$ cat config.mk
export PLATFORM = sky130hd
export DESIGN_NAME = seq_hit_logger
export DESIGN_NICKNAME = d
export VERILOG_FILES = /design/src/rtl/seq_hit_logger.sv
export SDC_FILE = /design/constraint.sdc
export NUM_CORES = 1
export LEC_CHECK = 0
export BUFFER_PORTS_ARGS = -buffer_cell sky130_fd_sc_hd__buf_2
export CAP_MARGIN = 20
export CORE_ASPECT_RATIO = 0.9
export CORE_UTILIZATION = 60
export CTS_CLUSTER_SIZE = 14
export DETAILED_ROUTE_END_ITERATION = 8
export PLACE_DENSITY = 0.8
export SLEW_MARGIN = 0
export SYNTH_ARGS = -nofsm -noshare
export SYNTH_HDL_FRONTEND = slang
export SYNTH_SLANG_ARGS = --single-unit
$ cat constraint.sdc
create_clock -name clk -period 6.9 [get_ports clk]
set_input_delay 1.035 -clock clk [delete_from_list [all_inputs] [get_ports clk]]
set_output_delay 1.035 -clock clk [all_outputs]
set_load 0.01 [all_outputs]
$ cat src/rtl/seq_hit_logger.sv
// seq_hit_logger
//   Counts hits from a 1010 overlapping Mealy detector and logs a timestamp
//   for each hit into a small show-ahead FIFO drained by a host.
//
//   Ports:
//     clk        : single clock, all state updates on the rising edge
//     rst        : asynchronous active-high reset
//     z          : detector output, 1 = hit this cycle
//     clr        : synchronous clear of all state (highest priority)
//     rd_en      : pop head entry, honoured only while rd_valid = 1
//     rd_data    : head-of-FIFO timestamp, 0 when empty (no read latency)
//     rd_valid   : FIFO non-empty
//     fifo_level : number of stored entries
//     hit_count  : hits sampled since reset/clear, dropped hits included
//     overflow   : sticky, set when a hit is dropped on a full FIFO
//
//   Build option: define HIT_COUNT_SATURATE_EN to make hit_count saturate at
//   its maximum instead of wrapping to zero.
module seq_hit_logger #(
   parameter int TS_W  = 16,
   parameter int CNT_W = 8,
   parameter int DEPTH = 4
) (
   input  logic                     clk,
   input  logic                     rst,
   input  logic                     z,
   input  logic                     clr,
   input  logic                     rd_en,
   output logic [TS_W-1:0]          rd_data,
   output logic                     rd_valid,
   output logic [$clog2(DEPTH):0]   fifo_level,
   output logic [CNT_W-1:0]         hit_count,
   output logic                     overflow
);

   localparam int AW = $clog2(DEPTH);

   localparam logic [TS_W-1:0]  TS_ONE  = {{(TS_W-1){1'b0}}, 1'b1};
   localparam logic [CNT_W-1:0] CNT_ONE = {{(CNT_W-1){1'b0}}, 1'b1};
   localparam logic [AW:0]      PTR_ONE = {{AW{1'b0}}, 1'b1};

   logic [TS_W-1:0]  ts_reg;
   logic [AW:0]      wr_ptr_reg;
   logic [AW:0]      rd_ptr_reg;
   logic [CNT_W-1:0] hit_count_reg;
   logic [CNT_W-1:0] hit_count_next;
   logic             overflow_reg;

   logic [TS_W-1:0]  mem [DEPTH];

   logic             empty;
   logic             full;
   logic             pop;
   logic             push;
   logic             drop;

   // Pointers carry one extra wrap bit: equal means empty, equal except for
   // the wrap bit means full.
   assign empty = (wr_ptr_reg == rd_ptr_reg);
   assign full  = (wr_ptr_reg[AW] != rd_ptr_reg[AW]) &&
                  (wr_ptr_reg[AW-1:0] == rd_ptr_reg[AW-1:0]);

   // A pop in the same cycle frees a slot, so a hit on a full FIFO still
   // lands when the host is reading.
   assign pop  = !clr && rd_en && !empty;
   assign push = !clr && z && (!full || pop);
   assign drop = !clr && z && full && !pop;

`ifdef HIT_COUNT_SATURATE_EN
   assign hit_count_next = (hit_count_reg == {CNT_W{1'b1}}) ? hit_count_reg
                                                            : hit_count_reg + CNT_ONE;
`else
   assign hit_count_next = hit_count_reg + CNT_ONE;
`endif

   always_ff @(posedge clk or posedge rst) begin
      if (rst) begin
         ts_reg        <= '0;
         wr_ptr_reg    <= '0;
         rd_ptr_reg    <= '0;
         hit_count_reg <= '0;
         overflow_reg  <= 1'b0;
      end else if (clr) begin
         ts_reg        <= '0;
         wr_ptr_reg    <= '0;
         rd_ptr_reg    <= '0;
         hit_count_reg <= '0;
         overflow_reg  <= 1'b0;
      end else begin
         ts_reg <= ts_reg + TS_ONE;
         if (pop) begin
            rd_ptr_reg <= rd_ptr_reg + PTR_ONE;
         end
         if (push) begin
            wr_ptr_reg <= wr_ptr_reg + PTR_ONE;
         end
         if (z) begin
            hit_count_reg <= hit_count_next;
         end
         if (drop) begin
            overflow_reg <= 1'b1;
         end
      end
   end

   // Storage needs no reset: every read is gated by the pointer state.
   always_ff @(posedge clk) begin
      if (push) begin
         mem[wr_ptr_reg[AW-1:0]] <= ts_reg;
      end
   end

   assign rd_valid   = !empty;
   assign rd_data    = empty ? '0 : mem[rd_ptr_reg[AW-1:0]];
   assign fifo_level = wr_ptr_reg - rd_ptr_reg;
   assign hit_count  = hit_count_reg;
   assign overflow   = overflow_reg;

endmodule

==> results of run 1 <==
-- cells by family after synthesis --
logic type / Yosys count / synth area share [%]
fa+ha+maj: 10 / 3.29
flops: 95 / 66.9
xor+xnor: 23 / 4.99
mux: 19 / 9.68
compound gates: 15 / 2.26
simple gates: 84 / 11.2
buf+inv: 16 / 1.68
-- synth_stat cells (all sizes together) --
master	number
edfxtp	64
dfrtp	31
nor2	27
mux4	16
xor2	14
nor2b	13
ha	9
xnor2	9
nand2	8
inv	7
nand4	7
a21oi	6
nand3	6
clkbuf	5
o21ai	5
and2	4
and2b	4
and3	4
buf	4
or3	4
mux2i	3
nor3	3
nor4	2
o31ai	2
and4	1
fa	1
o211ai	1
o311ai	1
or4	1
-- layout by cell type, fill, tap and decap left out, drive strengths merged, types with 4 or more instances in the layout --
| cell | Yosys | layout |
|---|---|---|
| nand2 | 8 | 8 |
| inv | 7 | 8 |
| and3 | 4 | 4 |
| mux4 | 16 | 16 |
| edfxtp | 64 | 64 |
| clkbuf | 5 | 9 |
| dfrtp | 31 | 31 |
| nor2 | 27 | 27 |
| xnor2 | 9 | 9 |
| xor2 | 14 | 14 |
| a21oi | 6 | 6 |
| and2b | 4 | 4 |
| and2 | 4 | 4 |
| nand3 | 6 | 6 |
| nand4 | 7 | 7 |
| or3 | 4 | 4 |
| ha | 9 | 9 |
| nor2b | 13 | 13 |
| buf | 4 | 36 |
| o21ai | 5 | 5 |
-- cell type report --
type                            count  area [µm²]  area share, %
Sequential cell                    95        2700           60.2
Tap cell                           87         109           2.43
Timing Repair Buffer               36         188           4.19
Multi-Input combinational cell    151        1270           28.3
Clock buffer                        9         124           2.76
Clock inverter                      6        70.1           1.56
Inverter                            7        26.3          0.586
-- worst max-delay path, stage by stage (launching register included) --
cell	delay [ns]
dfrtp_1	0.92
inv_1	0.11
ha_1	0.30
nand2_1	0.12
nor2_1	0.11
buf_4	0.23
and2b_1	0.21
buf_2	0.13
-- routing by layer --
layer  vias to the layer above  global-route usage (%)  part of all wire, %  wire length, µm
met5                         -                       0                    0                0
met4                         0                    7.26                  1.9              129
met3                        10                    6.31                  3.7              246
met2                        54                    34.5                   48             3200
met1                      1069                    28.8                   46             3070
li1                       1036                       -                    -                -
-- metrics by stage --
step           util [%]  total power [mW]
2_1_floorplan         -             0.800
3_3_place_gp       67.9             0.870
3_5_place_dp       67.9             0.874
4_1_cts            71.0              1.22
5_1_grt            71.0              1.27
6_report           71.0              1.21
-- power breakdown --
part / total (mW) / switching (mW) / internal, mW
clock: 0.354 / 0.186 / 0.167
combinational: 0.221 / 0.115 / 0.106
sequential: 0.635 / 0.0137 / 0.622
-- worst min-delay path by stage --
stage / start / to / slack, ns
after floorplan: ts_reg[15]$_DFF_PP0_ / mem[0][15]$_DFFE_PP_ / 0.50
after global placement: overflow$_DFFE_PP0P_ / overflow$_DFFE_PP0P_ / 0.48
after detailed placement: overflow$_DFFE_PP0P_ / overflow$_DFFE_PP0P_ / 0.48
after CTS: overflow$_DFFE_PP0P_ / overflow$_DFFE_PP0P_ / 0.50
after global routing: overflow$_DFFE_PP0P_ / overflow$_DFFE_PP0P_ / 0.52
final: overflow$_DFFE_PP0P_ / overflow$_DFFE_PP0P_ / 0.51
==> summary.txt, run 1 <==
Timing
  – Fin Setup TNS: 0 ns
  – Hold WS: 0.509 ns
  – Worst setup margin: 3.37 ns
  – Minimum clock period: 3.53 ns
  – RSZ-0062 raised after global routing: false
  – Worst-margin pin slew: 0.891 ns
  – Rel. slew slack: 40.6%
  – Slew Limit Fails: 0
  – Max Clk Rate: 283 MHz
  – Clock skew: 0.0114 ns
  – Crit share post-route: 51.2%
  – Setup violators final: 0
  – Final Hold Vio Count: 0

Worst setup path
  – Critical Path AT: 2.50 ns
  – Critical path fanouts, max: 20
  – Reg2Reg Depth: 6
  – R2r endpoint: mem[3][2]$_DFFE_PP_
  – Reg-to-Reg Start: rd_ptr_reg[1]$_DFFE_PP0P_
  – CP endpoint: rd_data[10]
  – CP endpoint kind: output pin
  – CP Launch Type: register
  – Setup CP Type: reg2out
  – Worst EP required: 5.86 ns
  – Reg2Reg Setup Slack: 3.98 ns
  – Worst Setup SP: rd_ptr_reg[1]$_DFFE_PP0P_

Die
  – Full die area: 0.00706 mm²
  – Die Width: 88.4 µm
  – Die Ht: 79.8 µm
  – Rows: 27
  – Starting Density: 63.9%
  – Ports: 34
  – Core Area: 0.00632 mm²

Final layout
  – Nets: 315
  – Antenna diodes: 0
  – Final std cells w/o fill: 391
  – Layout filler cell count: 427
  – Design area: 0.00448 mm²
  – Layout cells sized above 1: 23.7%
  – Area delta synth->final: 11.1%
  – Max reg flops: 64

Worst hold path
  – Worst Hold Depth: 2
  – Worst min path class: reg2reg

Detailed routing
  – Routed WL: 6.64 mm
  – DR vias: 2169
  – DR DRC count: 0
  – DR iter-0 viols: 178
  – Routed Antenna Nets: 0
  – Vias per inst: 5.55
  – DR pass1 iterations: 4
  – Post-DR wirelength/cell: 17.0 µm

Placement
  – DP HPWL: 4.10 mm
  – Port Buffers: 33
  – GPL Wtd Cong: 0.823
  – Dpl cell area: 0.00429 mm²
  – Inst Count DP: 376
  – Dpl ws: 3.69 ns

Global route
  – Gr usage total: 21.6%
  – Initial antenna violation count: 0
  – Total grt overflow: 0
  – First-pass GRT wire length: 10.9 mm
  – Largest net degree at the start of global routing: 33
  – Vias in the first global route: 2207

Synthesis
  – Synth warn: 0
  – Post-Syn Nets: 277
  – Mean Syn Cell Area: 15.4 µm²
  – Synth area leader: edfxtp_1
  – Dominant cells by area after synthesis: edfxtp_1 (48%), dfrtp_1 (19%), mux4_2 (8.9%), xor2_1 (3.0%), ha_1 (2.8%)
  – Yosys reg bits: 95
  – Post-synthesis sequential area ratio: 66.9%
  – Post-Syn Instances: 262
  – Synthesized cell area: 0.00403 mm²
  – Yosys top cell area share: 47.6%
  – Number of library cell types mapped by synthesis: 34

Clock network
  – # resized after CTS: 0
  – Clock-pin slew on the worst setup and hold paths: 0.09 ns
  – # Post-CTS Setup Buffers: 0
  – # hold bufs at CTS: 0
  – Clock buffer count from CTS: 9
  – CTS max path bufs: 2
  – Clock latency on the worst-skew pair: 0.35 ns
  – CTS tree: yes
  – CTS sink cnt: 95
  – CTS Root Cell: clkbuf_8
  – H-Tree Depth: 3

Flow run
  – MaxCap Viol Count: 0

Run status
  – Outcome: finished clean

Pwr
  – P per Cell Area: 270 mW/mm²
  – Cell leakage power: 1.74 nW
  – Worst vdd ir: 0.210 mV
(Power assumes the default switching activity.)
==> inputs of run 2 (changes only) <==
--- a/config.mk
+++ b/config.mk
@@ -8,10 +8,10 @@
 export BUFFER_PORTS_ARGS = -buffer_cell sky130_fd_sc_hd__buf_2
 export CAP_MARGIN = 20
 export CORE_ASPECT_RATIO = 0.9
-export CORE_UTILIZATION = 60
+export CORE_UTILIZATION = 53
 export CTS_CLUSTER_SIZE = 14
 export DETAILED_ROUTE_END_ITERATION = 8
-export PLACE_DENSITY = 0.8
+export PLACE_DENSITY = 0.75
 export SLEW_MARGIN = 0
 export SYNTH_ARGS = -nofsm -noshare
 export SYNTH_HDL_FRONTEND = slang
==> constraint.sdc (replaced) <==
create_clock -name clk -period 3.09 [get_ports clk]
set_input_delay 0.4635 -clock clk [delete_from_list [all_inputs] [get_ports clk]]
set_output_delay 0.4635 -clock clk [all_outputs]
set_load 0.01 [all_outputs]
==> run 2 against run 1 <==
- hold slack worse by 0.25 ns
- final cell count is 2.3% higher
- die area is 13% higher
- wire length is 2.9% higher
- global-route usage is 2.0 points lower
- sequential share of layout area is 0.12 points lower
- final area is 0.20% higher
- first-iteration DRC count is 33% lower
- combinational power is 130% higher
- total power is 120% higher
- count of clock-buffer cells in the layout stayed put
==> summary.txt, run 2 (synthesis gave the netlist of run 1 again) <==
Timing
  – Setup violators final: 0
  – Rel. slew slack: 40.1%
  – Fin Setup TNS: 0 ns
  – RSZ-0062 raised after global routing: false
  – Final Hold Vio Count: 0
  – Minimum clock period: 2.52 ns
  – Crit share post-route: 81.6%
  – Max Clk Rate: 397 MHz
  – Slew Limit Fails: 0
  – Clock skew: 0.00745 ns
  – Worst-margin pin slew: 0.898 ns

Global route
  – Initial antenna violation count: 0
  – GR Layer Usage met2: 30.5%
  – GR Util met1: 26.2%
  – First-pass GRT wire length: 11.3 mm
  – GRT Max-Usage Layer: met2
  – Vias in the first global route: 2211
  – Gr usage total: 19.6%
  – Total grt overflow: 0
  – GR Util met3: 4.89%
  – Largest net degree at the start of global routing: 33

Final layout
  – Layout cells sized above 1: 24.4%
  – Max reg flops: 64
  – Nets: 317
  – Layout Utilization: 62.2%
  – Antenna diodes: 0
  – Reg area: 0.00270 mm²
  – Layout filler cell count: 527
  – Final std cells w/o fill: 400
  – Multi-input logic area: 0.00127 mm²
  – Commonest non-fill, non-tap cell in the layout: edfxtp_1
  – Area delta synth->final: 11.4%
  – Design area: 0.00449 mm²
  – Commonest non-fill, non-tap cells in the layout: edfxtp_1 (64), buf_2 (33), dfrtp_1 (31)

Die
  – Core Area: 0.00722 mm²
  – Starting Density: 55.9%
  – Rows: 29
  – Ports: 34
  – Die Ht: 84.8 µm
  – Die Width: 94.0 µm
  – Full die area: 0.00796 mm²

Worst setup path
  – Worst EP required: 2.63 ns
  – Crit-path max cell delay: 0.39 ns
  – Crit path cell chain: inv_1 -> ha_1 -> nand2_1 -> nor2_1 -> buf_4 -> and2b_1 -> buf_2
  – Slowest-stage cell, CP: dfrtp_1
  – Top Family by Delay on Critical Path: buffers and inverters
  – Worst Path Buf+Inv: 3
  – CP Launch Type: register
  – Critical path fanouts, max: 17
  – Critical Path AT: 2.06 ns
  – CP endpoint kind: output pin
  – Setup CP Type: reg2out

Placement
  – Inst Count DP: 384
  – DP HPWL: 4.35 mm
  – Port Buffers: 33
  – Dpl cell area: 0.00431 mm²
  – GPL Wtd Cong: 0.741

Detailed routing
  – DR DRC count: 0
  – DR iter-0 viols: 120
  – DR pass1 iterations: 4
  – DR vias: 2229
  – Routed Antenna Nets: 0
  – Vias per inst: 5.57
  – Routed WL: 6.83 mm
  – Post-DR wirelength/cell: 17.1 µm

Pwr
  – Internal: 1.93 mW
  – Cell leakage power: 1.75 nW
  – NetSw: 741 µW
  – P per Cell Area: 594 mW/mm²
  – Clock power share: 28.1%
  – Sw Share: 27.8%
  – Combinational Power Share: 19.1%
  – Sequential Power Share: 52.8%
  – Worst vdd ir: 0.568 mV

Clock network
  – # hold bufs at CTS: 0
  – CTS max path bufs: 2
  – # Post-CTS Setup Buffers: 0
  – # resized after CTS: 0
  – Clock latency on the worst-skew pair: 0.36 ns
  – Clock buffer count from CTS: 9
  – CTS tree: yes
  – CTS sink cnt: 95
  – Clock-pin slew on the worst setup and hold paths: 0.09 ns
  – CTS Root Cell: clkbuf_8
  – H-Tree Depth: 3

Worst hold path
  – Worst min path class: in2async

Run status
  – Outcome: finished clean

Flow run
  – MaxCap Viol Count: 0
==> run 2: cell count changes in the layout (fill, tap and decap cells not counted), sizes merged <==
cell / previous run / this run
clkinvlp: 3 / 2
inv: 8 / 10
buf: 36 / 38
clkinv: 1 / 2
bufinv: 1 / 0
==> run 2: path summary, 6_finish.rpt <==
kind                                            from                       end  cells past startpoint  slack [ns]
setup / recovery           wr_ptr_reg[0]$_DFFE_PP0P_               rd_data[15]                      7        0.57
hold / removal                                   rst  hit_count[0]$_DFFE_PP0P_                      2        0.26
setup reg to reg           wr_ptr_reg[0]$_DFFE_PP0P_      mem[2][15]$_DFFE_PP_                      6        0.68
hold reg to reg                 overflow$_DFFE_PP0P_      overflow$_DFFE_PP0P_                      2        0.51
max in group asynchronous                        rst  hit_count[4]$_DFFE_PP0P_                      3        2.22
min in group clk                                   z  hit_count[0]$_DFFE_PP0P_                      3        0.49
==> run 2: power groups by stage <==
stage	Clock, mW	Combinational [mW]	Sequential [mW]
global route	0.813	0.571	1.41
global placement	0	0.513	1.43
CTS	0.764	0.526	1.41
floorplan	0	0.354	1.43
detailed placement	0	0.524	1.44
finish	0.750	0.510	1.41
==> run 2: worst register-to-register path, delay by kind of cell (launching register included) <==
family	cells	cell delay (ns)
buffers and inverters	1	0.15
AO/OA/AOI/OAI	1	0.12
adder cells (fa/ha/maj)	1	0.27
flip-flops	1	0.41
AND/OR/NAND/NOR	3	1.09
==> run 2: layout make-up <==
| type | instances | share of cell area, % |
|---|---|---|
| Clock inverter | 7 | 1.25 |
| Inverter | 7 | 0.585 |
| Tap cell | 93 | 2.59 |
| Multi-Input combinational cell | 151 | 28.2 |
| Sequential cell | 95 | 60.1 |
| Timing Repair Buffer | 38 | 4.51 |
| Clock buffer | 9 | 2.76 |
==> run 2: layer usage <==
layer  vias to the layer above  share of wire, %
met2                        60                49
met1                      1112                45
met5                         -                 0
li1                       1047                 -
met3                        10               3.7
met4                         0               2.0
==> run 2: through the flow <==
step / worst slack (ns) / power (mW) / hold WS, ns
3_5_place_dp: 0.639 / 1.96 / 0.489
5_1_grt: 0.430 / 2.80 / 0.327
3_3_place_gp: 0.797 / 1.95 / 0.484
2_1_floorplan: 0.456 / 1.79 / 0.495
4_1_cts: 0.527 / 2.70 / 0.271
6_report: 0.569 / 2.67 / 0.259
==> inputs of run 3 (changes only) <==
--- a/config.mk
+++ b/config.mk
@@ -5,13 +5,14 @@
 export SDC_FILE = /design/constraint.sdc
 export NUM_CORES = 1
 export LEC_CHECK = 0
+export ABC_AREA = 1
 export BUFFER_PORTS_ARGS = -buffer_cell sky130_fd_sc_hd__buf_2
 export CAP_MARGIN = 20
 export CORE_ASPECT_RATIO = 0.9
-export CORE_UTILIZATION = 53
+export CORE_UTILIZATION = 59
 export CTS_CLUSTER_SIZE = 14
 export DETAILED_ROUTE_END_ITERATION = 8
-export PLACE_DENSITY = 0.75
+export PLACE_DENSITY = 0.79
 export SLEW_MARGIN = 0
 export SYNTH_ARGS = -nofsm -noshare
 export SYNTH_HDL_FRONTEND = slang
==> constraint.sdc (replaced) <==
create_clock -name clk -period 2.35 [get_ports clk]
set_input_delay 0.3525 -clock clk [delete_from_list [all_inputs] [get_ports clk]]
set_output_delay 0.3525 -clock clk [all_outputs]
set_load 0.01 [all_outputs]
==> run 3 against run 2 <==
- register-to-register slack lost 0.26 ns
- critical path depth up 1
- via count rose by 35%
- total power is 33% higher
- global-route usage increased by 3.8 points
- synthesized area is 6.4% higher
==> summary.txt, run 3 <==
Run status
  – Outcome: finished clean

Flow run
  – MaxCap Viol Count: 0

Final layout
  – Commonest non-fill, non-tap cells in the layout: nor2_1 (102), edfxtp_1 (64), nand2_1 (52)
  – Antenna diodes: 0
  – Area delta synth->final: 10.4%
  – Design area: 0.00474 mm²
  – Max reg flops: 64
  – Commonest non-fill, non-tap cell in the layout: nor2_1
  – Final std cells w/o fill: 564
  – Layout cells sized above 1: 15.1%
  – Nets: 481

Synthesis
  – Post-synthesis sequential area ratio: 62.9%
  – Dominant cells by area after synthesis: edfxtp_1 (45%), dfrtp_1 (18%), nor2_1 (8.9%), nand2_1 (4.5%), o21ai_0 (4.3%)
  – Yosys top cell area share: 44.8%
  – Most common cell in the synthesized netlist: nor2_1
  – Commonest cells in the synthesized netlist: nor2_1 (102), edfxtp_1 (64), nand2_1 (52), inv_1 (38), o21ai_0 (37)
  – Post-Syn Instances: 426
  – Mean Syn Cell Area: 10.1 µm²
  – Synth area leader: edfxtp_1
  – FFs w/ async S/R, synth: 32.6%
  – Synthesized cell area: 0.00429 mm²
  – Synth warn: 0
  – Yosys reg bits: 95
  – Post-Syn Nets: 441
  – EDFF count, synth: 64
  – Number of library cell types mapped by synthesis: 32
  – Primary FF master, synth: edfxtp_1

Die
  – Die Width: 91.9 µm
  – Starting Density: 61.0%
  – Rows: 29
  – Core Area: 0.00704 mm²
  – Full die area: 0.00762 mm²
  – Die Ht: 82.9 µm
  – Ports: 34

Timing
  – Rel. slew slack: 73.7%
  – Worst-margin pin slew: 0.395 ns
  – Crit share post-route: 95.7%
  – Slew Limit Fails: 0
  – RSZ-0062 raised after global routing: false
  – Max Clk Rate: 445 MHz
  – Final Hold Vio Count: 0
  – Worst setup margin: 0.101 ns
  – Clock skew: 0.00822 ns
  – Setup violators final: 0
  – Minimum clock period: 2.25 ns

Worst setup path
  – Crit-path max cell delay: 0.40 ns
  – Critical Path AT: 1.90 ns
  – CP endpoint kind: output pin
  – Reg2Reg Depth: 8
  – Critical path fanouts, max: 16
  – Slowest-stage cell, CP: dfrtp_1
  – Worst EP required: 2.00 ns
  – Crit path cell chain: inv_1 -> ha_1 -> nand2_1 -> inv_1 -> o21ai_4 -> inv_4 -> a21oi_1 -> buf_2
  – Worst Path Buf+Inv: 4
  – Reg2Reg Setup Slack: 0.42 ns
  – Most frequent CP cell: inv_1
  – CP Launch Type: register
  – Setup CP Type: reg2out
  – Reg-to-Reg Start: wr_ptr_reg[0]$_DFFE_PP0P_
  – Worst Setup SP: wr_ptr_reg[0]$_DFFE_PP0P_
  – R2r endpoint: mem[3][15]$_DFFE_PP_
  – Top Family by Delay on Critical Path: buffers and inverters

Clock network
  – Clock buffer count from CTS: 9
  – Clock-pin slew on the worst setup and hold paths: 0.09 ns
  – CTS sink cnt: 95
  – # Post-CTS Setup Buffers: 0
  – CTS Root Cell: clkbuf_8
  – CTS tree: yes
  – Clock latency on the worst-skew pair: 0.35 ns
  – H-Tree Depth: 3
  – # hold bufs at CTS: 0
  – # resized after CTS: 0
  – CTS max path bufs: 2

Global route
  – GRT Max-Usage Layer: met2
  – Total grt overflow: 0
  – Gr usage total: 23.4%
  – Vias in the first global route: 2916
  – GR Util met3: 4.03%
  – First-pass GRT wire length: 13.6 mm
  – Initial antenna violation count: 0
  – GR Util met1: 30.7%
  – GR Layer Usage met2: 38.7%
  – Largest net degree at the start of global routing: 37

Detailed routing
  – Vias per inst: 5.34
  – DR pass1 iterations: 5
  – Post-DR wirelength/cell: 14.6 µm
  – Routed Antenna Nets: 0
  – DR DRC count: 0
  – DR iter-0 viols: 248
  – Routed WL: 8.25 mm
  – DR vias: 3014

Pwr
  – Overall power: 3.55 mW
  – P per Cell Area: 750 mW/mm²
  – Cell leakage power: 1.95 nW
  – Worst vdd ir: 0.340 mV

Placement
  – Dpl cell area: 0.00457 mm²
  – Inst Count DP: 548
  – GPL Wtd Cong: 0.856
  – Port Buffers: 33
  – Dpl ws: 0.407 ns
  – DP HPWL: 5.36 mm

Worst hold path
  – Worst min path class: in2async
run 3: cell type report:
type	instances	area [µm²]
Multi-Input combinational cell	276	1360
Tap cell	93	116
Timing Repair Buffer	42	233
Fill cell	535	2300
Clock inverter	4	31.3
Clock buffer	12	135
Sequential cell	95	2700
Inverter	42	163
run 3: per-stage QoR:
step                utilization, %  TNS, ns  hold WS [ns]
floorplan                        -    -9.64         0.456
global placement              64.9        0         0.460
detailed placement            64.9        0         0.456
CTS                           67.2        0        0.0714
global route                  67.3        0         0.108
finish                        67.3        0        0.0611
run 3: worst register-to-register path, delay by kind of cell, from the launching register on:
family	cells	cell delay (ns)
DFF	1	0.40
adders and majority gates	1	0.32
buffers and inverters	3	0.49
and+or+nand+nor	4	0.40
run 3: layer usage:
metal  part of all wire (%)  up-vias
met5                      0        -
met1                     44     1419
met2                     48       83
met3                    5.9       14
li1                       -     1498
met4                    1.5        0
run 3: kinds of logic (layout without fill, tap and decap cells):
family / Yosys count / in the layout / synth area share, %
flops: 95 / 95 / 62.9
compound gates: 70 / 70 / 8.86
fa+ha+maj: 10 / 10 / 3.09
buf+inv: 55 / 100 / 5.39
xor+xnor: 3 / 3 / 0.612
simple gates: 193 / 193 / 19.2
run 3: worst max path at each step:
stage | endpoint | slack [ns] | depth (start not counted)
after floorplan | mem[0][0]$_DFFE_PP_ | -0.15 | 9
after global placement | rd_data[3] | 0.47 | 8
after detailed placement | rd_data[6] | 0.41 | 8
after CTS | rd_data[6] | 0.01 | 8
after global routing | rd_data[3] | 0.02 | 8
final | rd_data[11] | 0.10 | 8
run 3: where the power goes:
part	internal [mW]	leakage (nW)	total [mW]	switching, mW
logic	0.259	0.855	0.756	0.496
registers	1.83	1.03	1.86	0.0305
clock network	0.390	0.0732	0.937	0.547
total	2.48	1.95	3.55	1.07
